$ cat src/rtl/atomrvcore_pkg.sv
// Shared types and defaults for the atomrvcore memory stage.
// Latency: n/a (types and constants only).
// Backpressure: n/a.
package atomrvcore_pkg;

  localparam int DEF_DATAWIDTH        = 32;
  localparam int DEF_REG_ADRESS_WIDTH = 5;

  // Memory-stage controller states
  typedef enum logic [1:0] {
    MEM_IDLE     = 2'd0,
    MEM_REQ      = 2'd1,
    MEM_WAIT_RSP = 2'd2
  } mem_state_e;

  // Write-back bundle handed to the register-file write stage
  typedef struct packed {
    logic                            we;
    logic [DEF_REG_ADRESS_WIDTH-1:0] rd;
    logic [DEF_DATAWIDTH-1:0]        data;
  } wb_bundle_t;

endpackage

$ cat src/rtl/atomrvcore_mem_timeout.sv
// Clear/enable cycle counter with a terminal-count flag for bus-transaction timeouts.
// Latency: tc is combinational from the count; the count updates on the rising edge.
// Backpressure: none; the count saturates at TIMEOUT_CYCLES-1 until cleared.
module atomrvcore_mem_timeout #(
  parameter int TIMEOUT_CYCLES = 16
) (
  input  logic clk_i,
  input  logic rst_i,
  input  logic clr,
  input  logic en,
  output logic tc
);

  localparam int CW = $clog2(TIMEOUT_CYCLES);

  logic [CW-1:0] cnt_q;

  assign tc = (cnt_q == CW'(TIMEOUT_CYCLES - 1));

  // Count cycles spent waiting on the bus; clear takes priority, hold at terminal count
  always_ff @(posedge clk_i) begin
    if (rst_i || clr) begin
      cnt_q <= '0;
    end else if (en && !tc) begin
      cnt_q <= cnt_q + CW'(1);
    end
  end

endmodule

$ cat src/rtl/atomrvcore_mem_stage.sv
// Memory-access stage: issues loads/stores on a req/gnt/rvalid bus, passes ALU results to write-back.
// Latency: 1 cycle for non-memory ops and misaligned errors; >=2 cycles for memory ops.
// Backpressure: stall_o holds upstream while a bus transaction is outstanding; TIMEOUT_CYCLES bounds it.
module atomrvcore_mem_stage import atomrvcore_pkg::*; #(
  parameter int DATAWIDTH        = DEF_DATAWIDTH,
  parameter int REG_ADRESS_WIDTH = DEF_REG_ADRESS_WIDTH,
  parameter int TIMEOUT_CYCLES   = 16
) (
  input  logic                        clk_i,
  input  logic                        rst_i,
  input  logic                        valid_i,
  input  logic [DATAWIDTH-1:0]        result_i,
  input  logic [DATAWIDTH-1:0]        address_i,
  input  logic                        dr_en_i,
  input  logic                        dwr_en_i,
  input  logic [DATAWIDTH-1:0]        r2_i,
  input  logic [REG_ADRESS_WIDTH-1:0] rd_i,
  input  logic                        rwr_en_i,
  output logic                        stall_o,
  output logic                        dmem_req_o,
  output logic                        dmem_we_o,
  output logic [DATAWIDTH-1:0]        dmem_addr_o,
  output logic [DATAWIDTH-1:0]        dmem_wdata_o,
  input  logic                        dmem_gnt_i,
  input  logic                        dmem_rvalid_i,
  input  logic [DATAWIDTH-1:0]        dmem_rdata_i,
  output logic                        wb_valid_o,
  output logic                        wb_we_o,
  output logic [REG_ADRESS_WIDTH-1:0] wb_rd_o,
  output logic [DATAWIDTH-1:0]        wb_data_o,
  output logic                        err_o
);

  localparam logic [1:0] ST_IDLE     = MEM_IDLE;
  localparam logic [1:0] ST_REQ      = MEM_REQ;
  localparam logic [1:0] ST_WAIT_RSP = MEM_WAIT_RSP;

  logic [1:0]                  state_q, state_d;
  logic [DATAWIDTH-1:0]        addr_q, wdata_q;
  logic [REG_ADRESS_WIDTH-1:0] rd_q;
  logic                        rwr_q, load_q;
  wb_bundle_t                  wb_q;
  logic                        wb_valid_q, err_q;

  logic accept, is_mem, misaligned, start_mem;
  logic tc, done_ok, abort;

  assign stall_o    = (state_q != ST_IDLE);
  assign accept     = valid_i && !stall_o;
  assign is_mem     = dr_en_i || dwr_en_i;
  assign misaligned = (address_i[1:0] != 2'b00);
  assign start_mem  = accept && is_mem && !misaligned;

  // Bus signals are only driven while the request is pending; zero otherwise
  assign dmem_req_o   = (state_q == ST_REQ);
  assign dmem_we_o    = dmem_req_o && !load_q;
  assign dmem_addr_o  = dmem_req_o ? {addr_q[DATAWIDTH-1:2], 2'b00} : '0;
  assign dmem_wdata_o = dmem_req_o ? wdata_q : '0;

  assign wb_valid_o = wb_valid_q;
  assign wb_we_o    = wb_q.we;
  assign wb_rd_o    = wb_q.rd;
  assign wb_data_o  = wb_q.data;
  assign err_o      = err_q;

  atomrvcore_mem_timeout #(
    .TIMEOUT_CYCLES (TIMEOUT_CYCLES)
  ) u_timeout (
    .clk_i (clk_i),
    .rst_i (rst_i),
    .clr   (!stall_o),
    .en    (stall_o),
    .tc    (tc)
  );

  // Next-state: completion beats the timeout when both land in the same cycle
  always_comb begin
    state_d = state_q;
    done_ok = 1'b0;
    case (state_q)
      ST_IDLE: begin
        if (start_mem) state_d = ST_REQ;
      end
      ST_REQ: begin
        if (dmem_gnt_i && (!load_q || dmem_rvalid_i)) begin
          done_ok = 1'b1;
          state_d = ST_IDLE;
        end else if (dmem_gnt_i && !tc) begin
          state_d = ST_WAIT_RSP;
        end else if (tc) begin
          state_d = ST_IDLE;
        end
      end
      ST_WAIT_RSP: begin
        if (dmem_rvalid_i) begin
          done_ok = 1'b1;
          state_d = ST_IDLE;
        end else if (tc) begin
          state_d = ST_IDLE;
        end
      end
      default: state_d = ST_IDLE;
    endcase
    abort = stall_o && !done_ok && tc;
  end

  // State register and holding registers captured when a bus access is launched
  always_ff @(posedge clk_i) begin
    if (rst_i) begin
      state_q <= ST_IDLE;
      addr_q  <= '0;
      wdata_q <= '0;
      rd_q    <= '0;
      rwr_q   <= 1'b0;
      load_q  <= 1'b0;
    end else begin
      state_q <= state_d;
      if (start_mem) begin
        addr_q  <= address_i;
        wdata_q <= r2_i;
        rd_q    <= rd_i;
        rwr_q   <= rwr_en_i;
        load_q  <= dr_en_i;
      end
    end
  end

  // Registered write-back bundle; valid and err are single-cycle pulses
  always_ff @(posedge clk_i) begin
    if (rst_i) begin
      wb_q       <= '0;
      wb_valid_q <= 1'b0;
      err_q      <= 1'b0;
    end else begin
      wb_valid_q <= 1'b0;
      err_q      <= 1'b0;
      if (accept && !is_mem) begin
        wb_valid_q <= 1'b1;
        wb_q.we    <= rwr_en_i;
        wb_q.rd    <= rd_i;
        wb_q.data  <= result_i;
      end else if (accept && misaligned) begin
        wb_valid_q <= 1'b1;
        err_q      <= 1'b1;
        wb_q.we    <= 1'b0;
        wb_q.rd    <= rd_i;
        wb_q.data  <= '0;
      end else if (done_ok) begin
        wb_valid_q <= 1'b1;
        wb_q.we    <= load_q && rwr_q;
        wb_q.rd    <= rd_q;
        wb_q.data  <= load_q ? dmem_rdata_i : '0;
      end else if (abort) begin
        wb_valid_q <= 1'b1;
        err_q      <= 1'b1;
        wb_q.we    <= 1'b0;
        wb_q.rd    <= rd_q;
        wb_q.data  <= '0;
      end
    end
  end

endmodule

$ cat config.mk
export PLATFORM = sky130hd
export DESIGN_NAME = atomrvcore_mem_stage
export DESIGN_NICKNAME = d
export VERILOG_FILES = /design/src/rtl/atomrvcore_pkg.sv /design/src/rtl/atomrvcore_mem_timeout.sv /design/src/rtl/atomrvcore_mem_stage.sv
export SDC_FILE = /design/constraint.sdc
export NUM_CORES = 1
export LEC_CHECK = 0
export CAP_MARGIN = 20
export CORE_UTILIZATION = 31
export CTS_BUF_LIST = sky130_fd_sc_hd__clkbuf_4
export DETAILED_ROUTE_END_ITERATION = 10
export PLACE_DENSITY = 0.66
export SETUP_SLACK_MARGIN = 0.02
export SLEW_MARGIN = 25
export SYNTH_ARGS = -nofsm -noshare
export SYNTH_HDL_FRONTEND = slang
export SYNTH_SLANG_ARGS = --single-unit
$ cat constraint.sdc
create_clock -name clk_i -period 2.03 [get_ports clk_i]
set_input_delay 0.406 -clock clk_i [delete_from_list [all_inputs] [get_ports clk_i]]
set_output_delay 0.406 -clock clk_i [all_outputs]
set_load 0.01 [all_outputs]
==> results of run 1 <==
-- cell usage after synthesis, types with 2 or more instances --
cell / count
o211ai_1: 2
nor3_1: 3
a21oi_1: 71
ha_1: 5
o311ai_0: 3
buf_2: 14
and2_1: 62
o311ai_2: 30
a31oi_1: 2
buf_4: 8
nand3_1: 40
a311oi_1: 5
nor2_1: 13
dfxtp_1: 115
nand2_1: 173
inv_1: 39
nor4_2: 2
a31o_2: 2
o21ai_0: 8
nand2b_1: 2
clkbuf_1: 28
-- report_power, final --
part	internal, mW	switching (mW)	leakage [nW]
Combinational	0.516	0.364	2.37
Sequential	2.33	0.0394	0.934
Clock	0.875	0.893	0.153
-- worst max-delay path, stage by stage, from the launching register on --
cell and delay (ns):
dfxtp_2 0.36, inv_2 0.05, ha_4 0.18, buf_12 0.15, buf_6 0.13, and2_1 0.14
buf_2 0.14
-- through the flow --
step	std cells	setup WS [ns]	TNS [ns]	hold slack (ns)	util (%)
after floorplan	650	0.137	0	0.432	-
after global placement	1105	0.0117	0	0.438	49.7
after detailed placement	1105	-0.0325	-0.0581	0.442	49.7
after CTS	1143	-0.133	-6.04	0.246	50.8
after global routing	1163	-0.159	-7.30	0.268	55.9
final	1163	-0.0669	-1.60	0.308	55.9
-- repair_timing --
item,CTS,global route
pin swaps,1,45
setup buffers,5,8
gates resized for setup,291,134
setup endpoints to repair,65,102
cloned,1,13
-- flip-flops by register name (all words and copies together), names as in the netlist --
name / flops
rd_q: 5
wb_we_o: 1
wb_rd_o: 5
rwr_q: 1
state_q: 2
addr_q: 30
err_o: 1
wb_valid_o: 1
wdata_q: 32
u_timeout.cnt_q: 4
load_q: 1
wb_data_o: 32
-- cell families after synthesis --
family | share of synthesized area [%]
buf+inv | 7.21
fa+ha+maj | 1.18
flops | 43.5
other cells | 0.0708
xor+xnor | 0.165
simple gates | 26.7
compound gates | 20.7
mux | 0.402
-- routing by layer --
layer | global-route usage, % | up-vias | part of all wire, %
met3 | 4.56 | 44 | 4.2
met1 | 24.5 | 2543 | 45
li1 | - | 2741 | -
met4 | 10.4 | 0 | 3.7
met2 | 31.4 | 159 | 47
met5 | 0 | - | 0
-- final timing paths --
kind / startpoint / endpoint
worst max register to register: state_q[1]$_SDFFE_PP0P_ / state_q[0]$_SDFFE_PP0P_
worst min register to register: wdata_q[29]$_SDFFE_PP0P_ / wdata_q[29]$_SDFFE_PP0P_
worst max-delay path: state_q[1]$_SDFFE_PP0P_ / dmem_wdata_o[27]
worst min-delay path: rst_i / state_q[0]$_SDFFE_PP0P_
-- final cells by class --
class                      count  area share [%]
tap                          220            2.96
inverter                      39            1.60
multi-input combinational    446            32.0
clock inverter                12            1.49
timing repair buffer         310            35.6
antenna                        1          0.0269
sequential                   115            24.8
clock buffer                  20            1.61
==> results.py, run 1 <==
metrics = {
    "worst_setup_path": {
        "critPathKind": "reg2out",
        "critPathArrivalTime_ns": 1.69,
        "worst_setup_path_start_kind": "flip-flop",
        "endpoint_kind": "output pin",
        "reg2reg_depth": 10,
        "cp.required_ns": 1.62,
        "r2r_slack_ns": -0.01,
        "critPathMaxFanout": 8,
    },
    "synth": {
        "synth_seq_cells": 115,
        "syn_avg_cell_area_um2": 8.16,
        "netlist_instances": 649,
        "synth_area_leaders": "dfxtp_1 43%, nand2_1 12%, o311ai_2 9.2%",
        "ys_dominant_reg_cell": "dfxtp_1",
        "synthArstFlopShare_pct": 0,
        "syn_area_mm2": 0.00530,
        "ys_types": 43,
        "synth_top_cell_area_share_pct": 43.5,
        "synth_enable_flop_cells": 0,
        "synth_top_area_cell": "dfxtp_1",
        "ys_warn_count": 0,
        "synth-seq-area-share_pct": 43.5,
    },
    "routing": {
        "drt-total-wl_um": 18400,
        "num_vias": 5487,
        "drt-initial-drc-count": 221,
        "wl_per_cell_um": 15.9,
        "drc": 0,
        "vias_per_cell": 4.72,
        "ant_nets": 0,
        "dr.pass1.iters": 4,
    },
    "global_routing": {
        "antenna_found_initial": 1,
        "grt-ovfl-total": 0,
        "grt_pass1_wl_um": 27000,
        "grt_use_total_pct": 19.6,
        "grt_max_degree": 45,
        "grt_pass1_vias": 5071,
    },
    "cells_and_area": {
        "n_fill_cell": 1529,
        "seq_area_mm2": 0.00230,
        "mostFrequentLayoutCells": "179 x clkdlybuf4s50_1, 151 x nand2_1, 113 x dfxtp_1, 48 x buf_6, 44 x a21oi_1",
        "final_area_mm2": 0.00930,
        "fin_nets": 1075,
        "multi_input_area_mm2": 0.00297,
        "area_delta_synth_final_pct": 75.7,
        "drive_gt1_share_pct": 31.2,
        "final_common_cell": "clkdlybuf4s50_1",
    },
    "sta": {
        "rsz0062_at_grt": "yes",
        "hold_viol": 0,
        "fin_worst_skew_ns": 0.0233,
        "setup_ws_ns": -0.0669,
        "setup_viol": 32,
        "worstMarginPinSlew_ns": 0.519,
        "fmax_mhz": 477,
        "period_share_pct": 103,
        "slew_violations": 0,
        "period_needed_ns": 2.10,
        "slew_headroom_pct": 65.4,
    },
    "clocking": {
        "numCtsBuffers": 17,
        "clock_sinks": 115,
        "cts-root-buf": "clkbuf_4",
        "htreeDepth": 4,
        "cts.hold.buffers_added": 0,
        "cts.clk_slew.worst_paths_ns": 0.11,
        "clock_latency_ns": 0.54,
        "cts_tree": "built",
        "clock_path_buffers": 2,
    },
    "floorplanning": {
        "die_y_um": 133,
        "die_w_um": 133,
        "start_util_pct": 31.8,
        "dieArea_mm2": 0.0176,
        "num_rows": 47,
        "ioPinCount": 248,
        "core_mm2": 0.0166,
    },
    "min_path": {
        "hold_path_class": "in2reg",
        "whs_path_depth": 2,
    },
    "power_and_ir_drop": {
        "leakagePower_nw": 3.46,
        "power-per-cell-area_mw_per_mm2": 539,
        "total_power_mw": 5.02,
        "ir_drop_v": 0.000356,
    },
    "flow_run": {
        "max_cap_violations": 0,
    },
    "placed_design": {
        "port_buffers": 245,
        "dpl_cell_area_mm2": 0.00828,
        "gp_congestion": 0.803,
        "dpl.hpwl_um": 11900,
    },
    "run_status": {
        "outcome": "complete, but fails checks",
        "violations": "negative setup slack",
    },
}
Note: power is estimated with default switching activity, not from simulation.
==> run 2: changes to the inputs <==
Settings changed: GPL_ROUTABILITY_DRIVEN set to 0.
==> results of run 2 <==
The final DEF is identical to that of run 1; final timing and power are the same.
